### config.mk
export PLATFORM = sky130hd
export DESIGN_NAME = scan_dump_controller
export DESIGN_NICKNAME = d
export VERILOG_FILES = /design/src/rtl/scan_dump_controller.sv
export SDC_FILE = /design/constraint.sdc
export NUM_CORES = 1
export LEC_CHECK = 0
export BUFFER_PORTS_ARGS = -buffer_cell sky130_fd_sc_hd__buf_2
export CAP_MARGIN = 30
export CORE_ASPECT_RATIO = 0.5
export CORE_MARGIN = 2
export CORE_UTILIZATION = 47
export CTS_BUF_LIST = sky130_fd_sc_hd__clkbuf_4 sky130_fd_sc_hd__clkbuf_8 sky130_fd_sc_hd__clkbuf_16
export CTS_CLUSTER_DIAMETER = 80
export CTS_CLUSTER_SIZE = 10
export DETAILED_ROUTE_END_ITERATION = 10
export PLACE_DENSITY_LB_ADDON = 0.12
export SYNTH_ARGS = -nofsm -noshare
export SYNTH_HDL_FRONTEND = slang
export SYNTH_SLANG_ARGS = --single-unit
### constraint.sdc
create_clock -name clk -period 2.2 [get_ports clk]
set_clock_uncertainty 0.2 [all_clocks]
set_input_delay 0.33 -clock clk [delete_from_list [all_inputs] [get_ports clk]]
set_output_delay 0.33 -clock clk [all_outputs]
set_load 0.01 [all_outputs]
### src/rtl/scan_dump_controller.sv
// Scan-chain host master: dumps the chain as packed words (loopback, non-destructive)
// or loads it from a word stream, LSB of word 0 first.
module scan_dump_controller #(
    parameter int unsigned CHAIN_LEN  = 2056,
    parameter int unsigned WORD_WIDTH = 8,
    parameter int unsigned CNT_WIDTH  = $clog2(CHAIN_LEN + 1)
) (
    input  logic                  clk,
    input  logic                  rst,
    input  logic                  cmd_valid,
    input  logic                  cmd_mode,
    output logic                  cmd_ready,
    output logic                  scan_enable,
    output logic                  scan_in,
    input  logic                  scan_out,
    output logic [WORD_WIDTH-1:0] out_data,
    output logic                  out_valid,
    input  logic                  out_ready,
    input  logic [WORD_WIDTH-1:0] in_data,
    input  logic                  in_valid,
    output logic                  in_ready,
    output logic                  busy,
    output logic                  done
);

    localparam int unsigned BP_W = (WORD_WIDTH > 1) ? $clog2(WORD_WIDTH) : 1;
    localparam logic [CNT_WIDTH-1:0] LAST_BIT = CNT_WIDTH'(CHAIN_LEN - 1);
    localparam logic [CNT_WIDTH-1:0] ALL_BITS = CNT_WIDTH'(CHAIN_LEN);
    localparam logic [BP_W-1:0]      LAST_POS = BP_W'(WORD_WIDTH - 1);

    typedef enum logic [1:0] {
        ST_IDLE,
        ST_DUMP,
        ST_LOAD,
        ST_FIN
    } state_e;

    state_e                state_q, state_d;
    logic [CNT_WIDTH-1:0]  cnt_q, cnt_d;
    logic [BP_W-1:0]       bitpos_q, bitpos_d;
    logic [WORD_WIDTH-1:0] acc_q, acc_d;
    logic [WORD_WIDTH-1:0] out_data_q, out_data_d;
    logic                  out_valid_q, out_valid_d;
    logic [WORD_WIDTH-1:0] buf_q, buf_d;
    logic                  buf_full_q, buf_full_d;

    logic                  last_bit;
    logic                  word_end;
    logic                  shift;
    logic                  scan_in_c;
    logic                  in_ready_c;
    logic [WORD_WIDTH-1:0] acc_next;

    assign last_bit = (cnt_q == LAST_BIT);
    assign word_end = (bitpos_q == LAST_POS) || last_bit;

    always_comb begin
        state_d     = state_q;
        cnt_d       = cnt_q;
        bitpos_d    = bitpos_q;
        acc_d       = acc_q;
        out_data_d  = out_data_q;
        out_valid_d = out_valid_q;
        buf_d       = buf_q;
        buf_full_d  = buf_full_q;
        shift       = 1'b0;
        scan_in_c   = 1'b0;
        in_ready_c  = 1'b0;
        acc_next    = acc_q;

        case (state_q)
            ST_IDLE: begin
                if (cmd_valid) begin
                    state_d     = cmd_mode ? ST_LOAD : ST_DUMP;
                    cnt_d       = '0;
                    bitpos_d    = '0;
                    acc_d       = '0;
                    out_valid_d = 1'b0;
                    buf_full_d  = 1'b0;
                end
            end

            ST_DUMP: begin
                // Hold off the word-completing shift while the previous word is still unaccepted.
                shift     = (cnt_q != ALL_BITS) && !(word_end && out_valid_q && !out_ready);
                scan_in_c = shift & scan_out;
                if (out_valid_q && out_ready) begin
                    out_valid_d = 1'b0;
                end
                if (shift) begin
                    acc_next[bitpos_q] = scan_out;
                    if (word_end) begin
                        out_data_d  = acc_next;
                        out_valid_d = 1'b1;
                        acc_d       = '0;
                    end else begin
                        acc_d = acc_next;
                    end
                end
                if (out_valid_q && out_ready && (cnt_q == ALL_BITS)) begin
                    state_d = ST_FIN;
                end
            end

            ST_LOAD: begin
                shift      = buf_full_q;
                scan_in_c  = buf_full_q & buf_q[bitpos_q];
                // Refill is allowed on the buffer's final bit, except after the chain's last bit.
                in_ready_c = !buf_full_q || (word_end && !last_bit);
                if (shift && word_end) begin
                    buf_full_d = 1'b0;
                end
                if (in_valid && in_ready_c) begin
                    buf_d      = in_data;
                    buf_full_d = 1'b1;
                end
                if (shift && last_bit) begin
                    state_d = ST_FIN;
                end
            end

            ST_FIN: begin
                state_d = ST_IDLE;
            end

            default: begin
                state_d = ST_IDLE;
            end
        endcase

        if (shift) begin
            cnt_d    = cnt_q + 1'b1;
            bitpos_d = word_end ? '0 : bitpos_q + 1'b1;
        end
    end

    always_ff @(posedge clk or posedge rst) begin
        if (rst) begin
            state_q     <= ST_IDLE;
            cnt_q       <= '0;
            bitpos_q    <= '0;
            acc_q       <= '0;
            out_data_q  <= '0;
            out_valid_q <= 1'b0;
            buf_q       <= '0;
            buf_full_q  <= 1'b0;
        end else begin
            state_q     <= state_d;
            cnt_q       <= cnt_d;
            bitpos_q    <= bitpos_d;
            acc_q       <= acc_d;
            out_data_q  <= out_data_d;
            out_valid_q <= out_valid_d;
            buf_q       <= buf_d;
            buf_full_q  <= buf_full_d;
        end
    end

    assign cmd_ready   = (state_q == ST_IDLE);
    assign busy        = (state_q != ST_IDLE);
    assign done        = (state_q == ST_FIN);
    assign scan_enable = shift;
    assign scan_in     = scan_in_c;
    assign in_ready    = in_ready_c;
    assign out_valid   = out_valid_q;
    assign out_data    = out_data_q;

endmodule
==> flow_summary_export.csv, run 1 <==
group,metric,value,unit
die,io_pins,30,
sta,fin_crit_sh,109,%
grt,grt_pass1_vias,1918,
setup_path,worstReg2RegStart,"cnt_q[0]",
route,num_vias,2176,
grt,antenna_found_initial,0,
grt,grt_usage,20.4,%
grt,busiest_layer,"met2",
setup_path,critPathSlowestCell,"dfrtp_1",
yosys,synth_compound_area_share,20.1,%
power_and_ir_drop,vdd_ir_drop_max,0.719,mV
route,post_drt_wl_per_cell,15.1,µm
yosys,ys.flop_type,"dfrtp_1",
power_and_ir_drop,switchingPower,0.00162,W
sta,worst_pin_slew,0.573,ns
sta,final-hold-violation-count,0,
sta,fmax,0.415,GHz
status,outcome,"complete, but fails checks",
setup_path,path_max_fanout,4,
setup_path,worstPathCellList,"inv_1, ha_2, and3b_2, a31o_4, a31oi_4, nand3_1, o21ai_1, buf_2",
sta,setup_slack,-0.208,ns
yosys,syn_avg_cell_area,9.74,µm²
power_and_ir_drop,seq_power_share,31.1,%
clock_network,clockBufferDepth,2,
cells_and_area,nFillCells,423,
sta,rsz0062_at_grt,"true",
run,maxCapViolations,0,
setup_path,crit_path_start_kind,"flip-flop",
die,dieArea,5870,µm²
clock_network,cts_root_buf,"clkbuf_8",
power_and_ir_drop,internal_power,0.00236,W
power_and_ir_drop,power_density,1190,nW/µm²
die,rows,18,
yosys,yosys.area_share.simple,19.4,%
status,violations,"setup timing",
die,fp.dieW,106,µm
sta,setup_violations,10,
setup_path,cp_slowest_stage_delay,0.41,ns
yosys,netlist_instances,253,
power_and_ir_drop,finalPower,0.00398,W
yosys,synth_fa_ha_area_share,4.06,%
clock_network,cts_max_level,2,
place,port_buffers,29,
sta,drv_slew,0,
yosys,synth_edf_count,0,
setup_path,cp.required,1.67,ns
yosys,syn-cell-area,2460,µm²
min_path,hold_path.class,"in -> reg",
power_and_ir_drop,p_leak,1.55,nW
yosys,synth_fp_nets,276,
place,dp_hpwl,3.83,mm
route,post-route-drc-count,0,
power_and_ir_drop,comb_power_share,56.2,%
grt,met3_usage,4.68,%
clock_network,cts_buffers,5,
setup_path,cp.arrival,1.88,ns
min_path,min_from,"in_data[3]",
cells_and_area,nets,348,
setup_path,critPathLaunch,"cnt_q[0]",
route,vias_per_cell,5.49,
yosys,synth_cell_types,51,
die,core,4980,µm²
die,start_util,49.5,%
grt,groute.layer.met2.usage,37.3,%
route,antenna_left,0,
yosys,synth_top_family_by_area,"compound AO/OA/AOI/OAI gates",
clock_network,cts_sinks,43,
yosys,synth-xor-area-share,0.356,%
place,post-place-cells,368,
place,place_congestion,0.893,
setup_path,worst_setup_path_end_kind,"output pin",
yosys,yosysSeqAreaShare,43.7,%
grt,grt_first_pass_wirelength,9.05,mm
place,placed_cell_area,2870,µm²
cells_and_area,layout-drive-gt1-share,41.1,%
clock_network,clk_pin_slew,0.08,ns
cells_and_area,antenna_cells,0,
grt,grt_start_max_net_pins,44,
yosys,ys.warnings.count,0,
sta,max_slew_margin,61.8,%
yosys,yosys_register_bits,43,
clock_network,clock_latency,0.29,ns
die,die_y,55.2,µm
power_and_ir_drop,p_clk_share,12.7,%
route,drt_iter0_markers,72,
clock_network,cts_tree,"yes",
sta,fin_crit,2.41,ns
route,routed_wl,5.98,mm
yosys,muxShareOfSynthArea,8.58,%
grt,grtUsageMet1,25.4,%
sta,setup_tns,-1.62,ns
route,dr.pass1.iters,4,
cells_and_area,stdcell_area,3350,µm²
cells_and_area,syn2layout_area_growth,35.9,%
cells_and_area,layoutNonFillerInstCount,396,
grt,overflow,0,
setup_path,worst-path-buf-inv,2,
yosys,synth-async-reset-ratio,100,%
setup_path,critPathTopFamily,"compound AO/OA/AOI/OAI gates",
place,dp_slack,-0.0157,ns
power_and_ir_drop,swShare,40.8,%
setup_path,crit_type,"reg -> out",
-- placed cells by master, fill, tap and decap left out, types with 3 or more instances in the layout --
cell	Yosys	final
nor2b_1	8	7
nand3_1	14	14
ha_1	8	5
mux2_2	9	9
buf_6	2	9
a21oi_1	13	4
a31oi_1	10	6
a21oi_2	3	12
nor2_2	0	3
buf_2	1	28
dfrtp_1	43	43
mux2i_1	11	11
o21ai_1	1	7
a31oi_4	1	4
o21ai_0	19	11
buf_4	0	32
nand2_1	37	36
nor2_1	11	8
inv_1	10	10
clkbuf_8	0	5
nand2b_1	4	4
a22o_1	3	3
-- timing repair --
item,4_1_cts,5_1_grt
endpoints found under the setup margin,3,35
pin swaps,4,11
gates resized for setup,12,43
buffers inserted,9,8
endpoints found under the hold margin,22,0
hold buffers,1,0
cloned,0,2
-- flip-flops by register name (all words and copies together) (netlist names) --
register and cells:
buf_full_q 1, acc_q 8, buf_q 8, out_data 8, state_q 2, out_valid 1, bitpos_q 3, cnt_q 12
-- area by class of cell --
| class | instances | area [µm²] | area share [%] |
|---|---|---|---|
| clock buffer | 7 | 83.8 | 2.50 |
| clock inverter | 1 | 5.00 | 0.149 |
| inverter | 11 | 43.8 | 1.31 |
| multi-input combinational | 189 | 1470 | 43.8 |
| sequential | 43 | 1080 | 32.1 |
| tap | 70 | 87.6 | 2.62 |
| timing repair buffer | 75 | 587 | 17.5 |
-- cell families after synthesis --
logic type                 after synthesis
and+or+nand+nor                         91
AOI/OAI and AO/OA                       69
DFF                                     43
buffers and inverters                   21
muxes                                   20
adders and majority gates                8
xor gates and xnor gates                 1
-- path summary, 6_finish.rpt --
| kind | end | cells past startpoint | slack [ns] |
|---|---|---|---|
| worst max-delay path | scan_in | 8 | -0.21 |
| worst min-delay path | buf_q[3] | 2 | 0.07 |
| worst max register to register | out_data[4] | 9 | -0.17 |
| worst min register to register | acc_q[0] | 2 | 0.29 |
| max in group asynchronous | cnt_q[2] | 4 | 0.88 |
| min in group asynchronous | out_data[1] | 4 | 0.52 |
-- Yosys cell counts, types with 3 or more instances --
cell type | count | area, µm²
a21oi_2 | 3 | 26.3
nor2_1 | 11 | 41.3
clkbuf_1 | 7 | 26.3
mux2_2 | 9 | 101
o21ai_0 | 19 | 95.1
a21oi_1 | 13 | 65.1
ha_1 | 8 | 100
mux2i_1 | 11 | 110
nor2b_1 | 8 | 50.1
a22o_1 | 3 | 26.3
inv_1 | 10 | 37.5
a31oi_1 | 10 | 62.6
nand2_1 | 37 | 139
nand2b_1 | 4 | 25.0
nand3_1 | 14 | 70.1
dfrtp_1 | 43 | 1080
-- power by group through the flow --
stage / combinational (W) / sequential, W / clock, W
global route: 0.00246 / 0.00127 / 0.000563
CTS: 0.00188 / 0.00122 / 0.000527
global placement: 0.00171 / 0.00123 / 0
detailed placement: 0.00174 / 0.00124 / 0
finish: 0.00224 / 0.00124 / 0.000507
floorplan: 0.00122 / 0.00121 / 0
-- layer usage --
layer,vias up,part of all wire [%]
met4,0,0.59
li1,1058,-
met5,-,0
met3,4,3.5
met1,1070,47
met2,44,49
-- through the flow --
stage | util, % | hold slack [ns]
finish | 67.3 | 0.0666
floorplan | - | 0.249
detailed placement | 57.7 | 0.270
global route | 67.3 | 0.0589
CTS | 62.2 | 0.0582
global placement | 57.7 | 0.263
(Power assumes the default switching activity.)
==> run 2: changes to the inputs <==
--- a/config.mk
+++ b/config.mk
@@ -14,7 +14,7 @@
 export CTS_CLUSTER_DIAMETER = 80
 export CTS_CLUSTER_SIZE = 10
 export DETAILED_ROUTE_END_ITERATION = 10
-export PLACE_DENSITY_LB_ADDON = 0.12
+export PLACE_DENSITY = 0.7
 export SYNTH_ARGS = -nofsm -noshare
 export SYNTH_HDL_FRONTEND = slang
 export SYNTH_SLANG_ARGS = --single-unit
==> flow_summary_export.csv, run 2 (same netlist as run 1, synthesis figures left out) <==
group,metric,value,unit
place,dp_slack,-0.0508,ns
grt,grt_start_max_net_pins,44,
power_and_ir_drop,internal_power,0.00229,W
die,rows,18,
grt,grt_usage,21.1,%
route,num_vias,2127,
route,dr.pass1.iters,4,
cells_and_area,regMostFlops,"cnt_q",
clock_network,clockBufferDepth,2,
power_and_ir_drop,power_density,1190,nW/µm²
min_path,min_to,"buf_q[2]",
clock_network,cts_root_buf,"clkbuf_8",
sta,final-hold-violation-count,0,
clock_network,cts_tree,"yes",
setup_path,cp.required,1.67,ns
setup_path,critPathTopFamily,"compound AO/OA/AOI/OAI gates",
sta,setup_violations,3,
die,die_y,55.2,µm
setup_path,worst-path-buf-inv,2,
sta,fmax,0.415,GHz
grt,grt_pass1_vias,2120,
min_path,holdPathStages,2,
power_and_ir_drop,seq_power_share,31.2,%
power_and_ir_drop,vdd_ir_drop_max,0.520,mV
place,port_buffers,29,
cells_and_area,layout-drive-gt1-share,38.7,%
sta,drv_slew,0,
sta,fin_crit_sh,109,%
power_and_ir_drop,p_clk_share,13.4,%
cells_and_area,syn2layout_area_growth,33.8,%
die,dieArea,5870,µm²
sta,fin_crit,2.41,ns
setup_path,crit_path_start_kind,"flip-flop",
cells_and_area,layout.area.seq,1080,µm²
cells_and_area,multi_input_area,1460,µm²
place,dp_hpwl,3.89,mm
clock_network,cts_sinks,43,
clock_network,clk_pin_slew,0.09,ns
cells_and_area,nets,340,
sta,setup_slack,-0.208,ns
route,post_drt_wl_per_cell,15.1,µm
setup_path,critPathSlowestCell,"dfrtp_1",
setup_path,r2r_end,"out_data[4]",
setup_path,worst-r2r-setup-slack,0.02,ns
die,start_util,49.5,%
route,routed_wl,5.85,mm
setup_path,crit_type,"reg -> out",
clock_network,clock_latency,0.30,ns
grt,antenna_found_initial,0,
die,io_pins,30,
power_and_ir_drop,p_leak,1.50,nW
setup_path,worstReg2RegStart,"cnt_q[0]",
clock_network,cts_buffers,5,
setup_path,path_max_fanout,3,
grt,overflow,0,
cells_and_area,antenna_cells,0,
min_path,min_from,"in_data[2]",
status,violations,"setup timing",
clock_network,cts_max_level,2,
setup_path,cp_slowest_stage_delay,0.41,ns
power_and_ir_drop,swShare,41.7,%
route,antenna_left,0,
die,core,4980,µm²
sta,worst_pin_slew,0.549,ns
setup_path,rr_worst_depth,8,
setup_path,worst_setup_path_end_kind,"output pin",
route,post-route-drc-count,0,
power_and_ir_drop,switchingPower,0.00164,W
route,vias_per_cell,5.48,
sta,rsz0062_at_grt,"true",
setup_path,cp.arrival,1.88,ns
cells_and_area,nFillCells,388,
setup_path,worstPathCellList,"buf_6, mux2_2, a22o_1, a221oi_2, o21ai_1, buf_2",
min_path,hold_path.class,"in -> reg",
grt,grt_first_pass_wirelength,9.52,mm
status,outcome,"complete, but fails checks",
cells_and_area,final_common_cell,"dfrtp_1",
cells_and_area,final_util,66.2,%
place,place_congestion,0.836,
die,fp.dieW,106,µm
cells_and_area,largest_reg_flops,12,
sta,max_slew_margin,63.4,%
power_and_ir_drop,comb_power_share,55.4,%
route,drt_iter0_markers,94,
cells_and_area,final_cell_mix,"dfrtp_1 (40), nand2_1 (35), buf_2 (28)",
run,maxCapViolations,0,
[run 2: changes by cell type in the layout (fill, tap and decap cells not counted), sizes merged]
cell | before | now
buf | 73 | 65
inv | 11 | 12
clkinvlp | 0 | 2
clkbuf | 8 | 6
clkinv | 1 | 0
[run 2: final cells by class]
cell class / instances / area share (%)
sequential: 43 / 32.8
inverter: 11 / 1.33
multi-input combinational: 189 / 44.4
clock inverter: 3 / 0.721
clock buffer: 5 / 2.09
timing repair buffer: 67 / 16.1
tap: 70 / 2.66
[run 2: per-stage QoR]
| step | hold WS [ns] | TNS [ns] | power, W | cell area [µm²] | std cells |
|---|---|---|---|---|---|
| after floorplan | 0.249 | -0.00775 | 0.00243 | 2470 | 253 |
| after global placement | 0.262 | 0 | 0.00295 | 2850 | 365 |
| after detailed placement | 0.281 | -0.176 | 0.00303 | 2850 | 365 |
| after CTS | 0.0455 | -1.01 | 0.00371 | 3110 | 385 |
| after global routing | 0.0475 | -0.867 | 0.00423 | 3300 | 388 |
| final | 0.0508 | -0.328 | 0.00392 | 3300 | 388 |
[run 2: worst register-to-register path: cells and delay by family, from the launching register on]
kind | cells | cell delay [ns]
compound gates | 3 | 0.71
buf+inv | 3 | 0.42
flops | 1 | 0.38
simple gates | 1 | 0.21
fa+ha+maj | 1 | 0.16
[run 2: how the worst max path moves through the flow]
stage,startpoint,endpoint,slack (ns),depth (start not counted)
2_1_floorplan,cnt_q[9],scan_enable,-0.006,5
3_3_place_gp,bitpos_q[2],scan_in,0.007,5
3_5_place_dp,cnt_q[0],acc_q[0],-0.05,7
4_1_cts,bitpos_q[2],scan_in,-0.12,5
5_1_grt,bitpos_q[2],scan_in,-0.27,6
6_report,bitpos_q[2],scan_in,-0.21,6
[run 2: power by group through the flow]
stage          combinational (W)  sequential [W]  clock [W]
4_1_cts                  0.00196         0.00121   0.000539
5_1_grt                  0.00238         0.00126   0.000582
2_1_floorplan            0.00122         0.00121          0
3_5_place_dp             0.00180         0.00123          0
6_report                 0.00217         0.00123   0.000524
3_3_place_gp             0.00175         0.00121          0
[run 2: per-layer routing]
metal,vias up,share of wire (%),routed length (µm),track usage [%]
met5,-,0,0,0
met4,0,1.1,64,7.46
met3,9,4.1,237,4.92
met2,51,50,2910,39.6
met1,1022,45,2640,24.7
li1,1045,-,-,-
[run 2: what timing repair did]
item / in CTS / in global routing
buffers inserted: 11 / 7
cloned: 0 / 1
gates resized for setup: 17 / 33
pin swaps: 9 / 14
endpoints found under the setup margin: 10 / 37
hold endpoints to repair: 43 / 0
hold buffers: 1 / 0
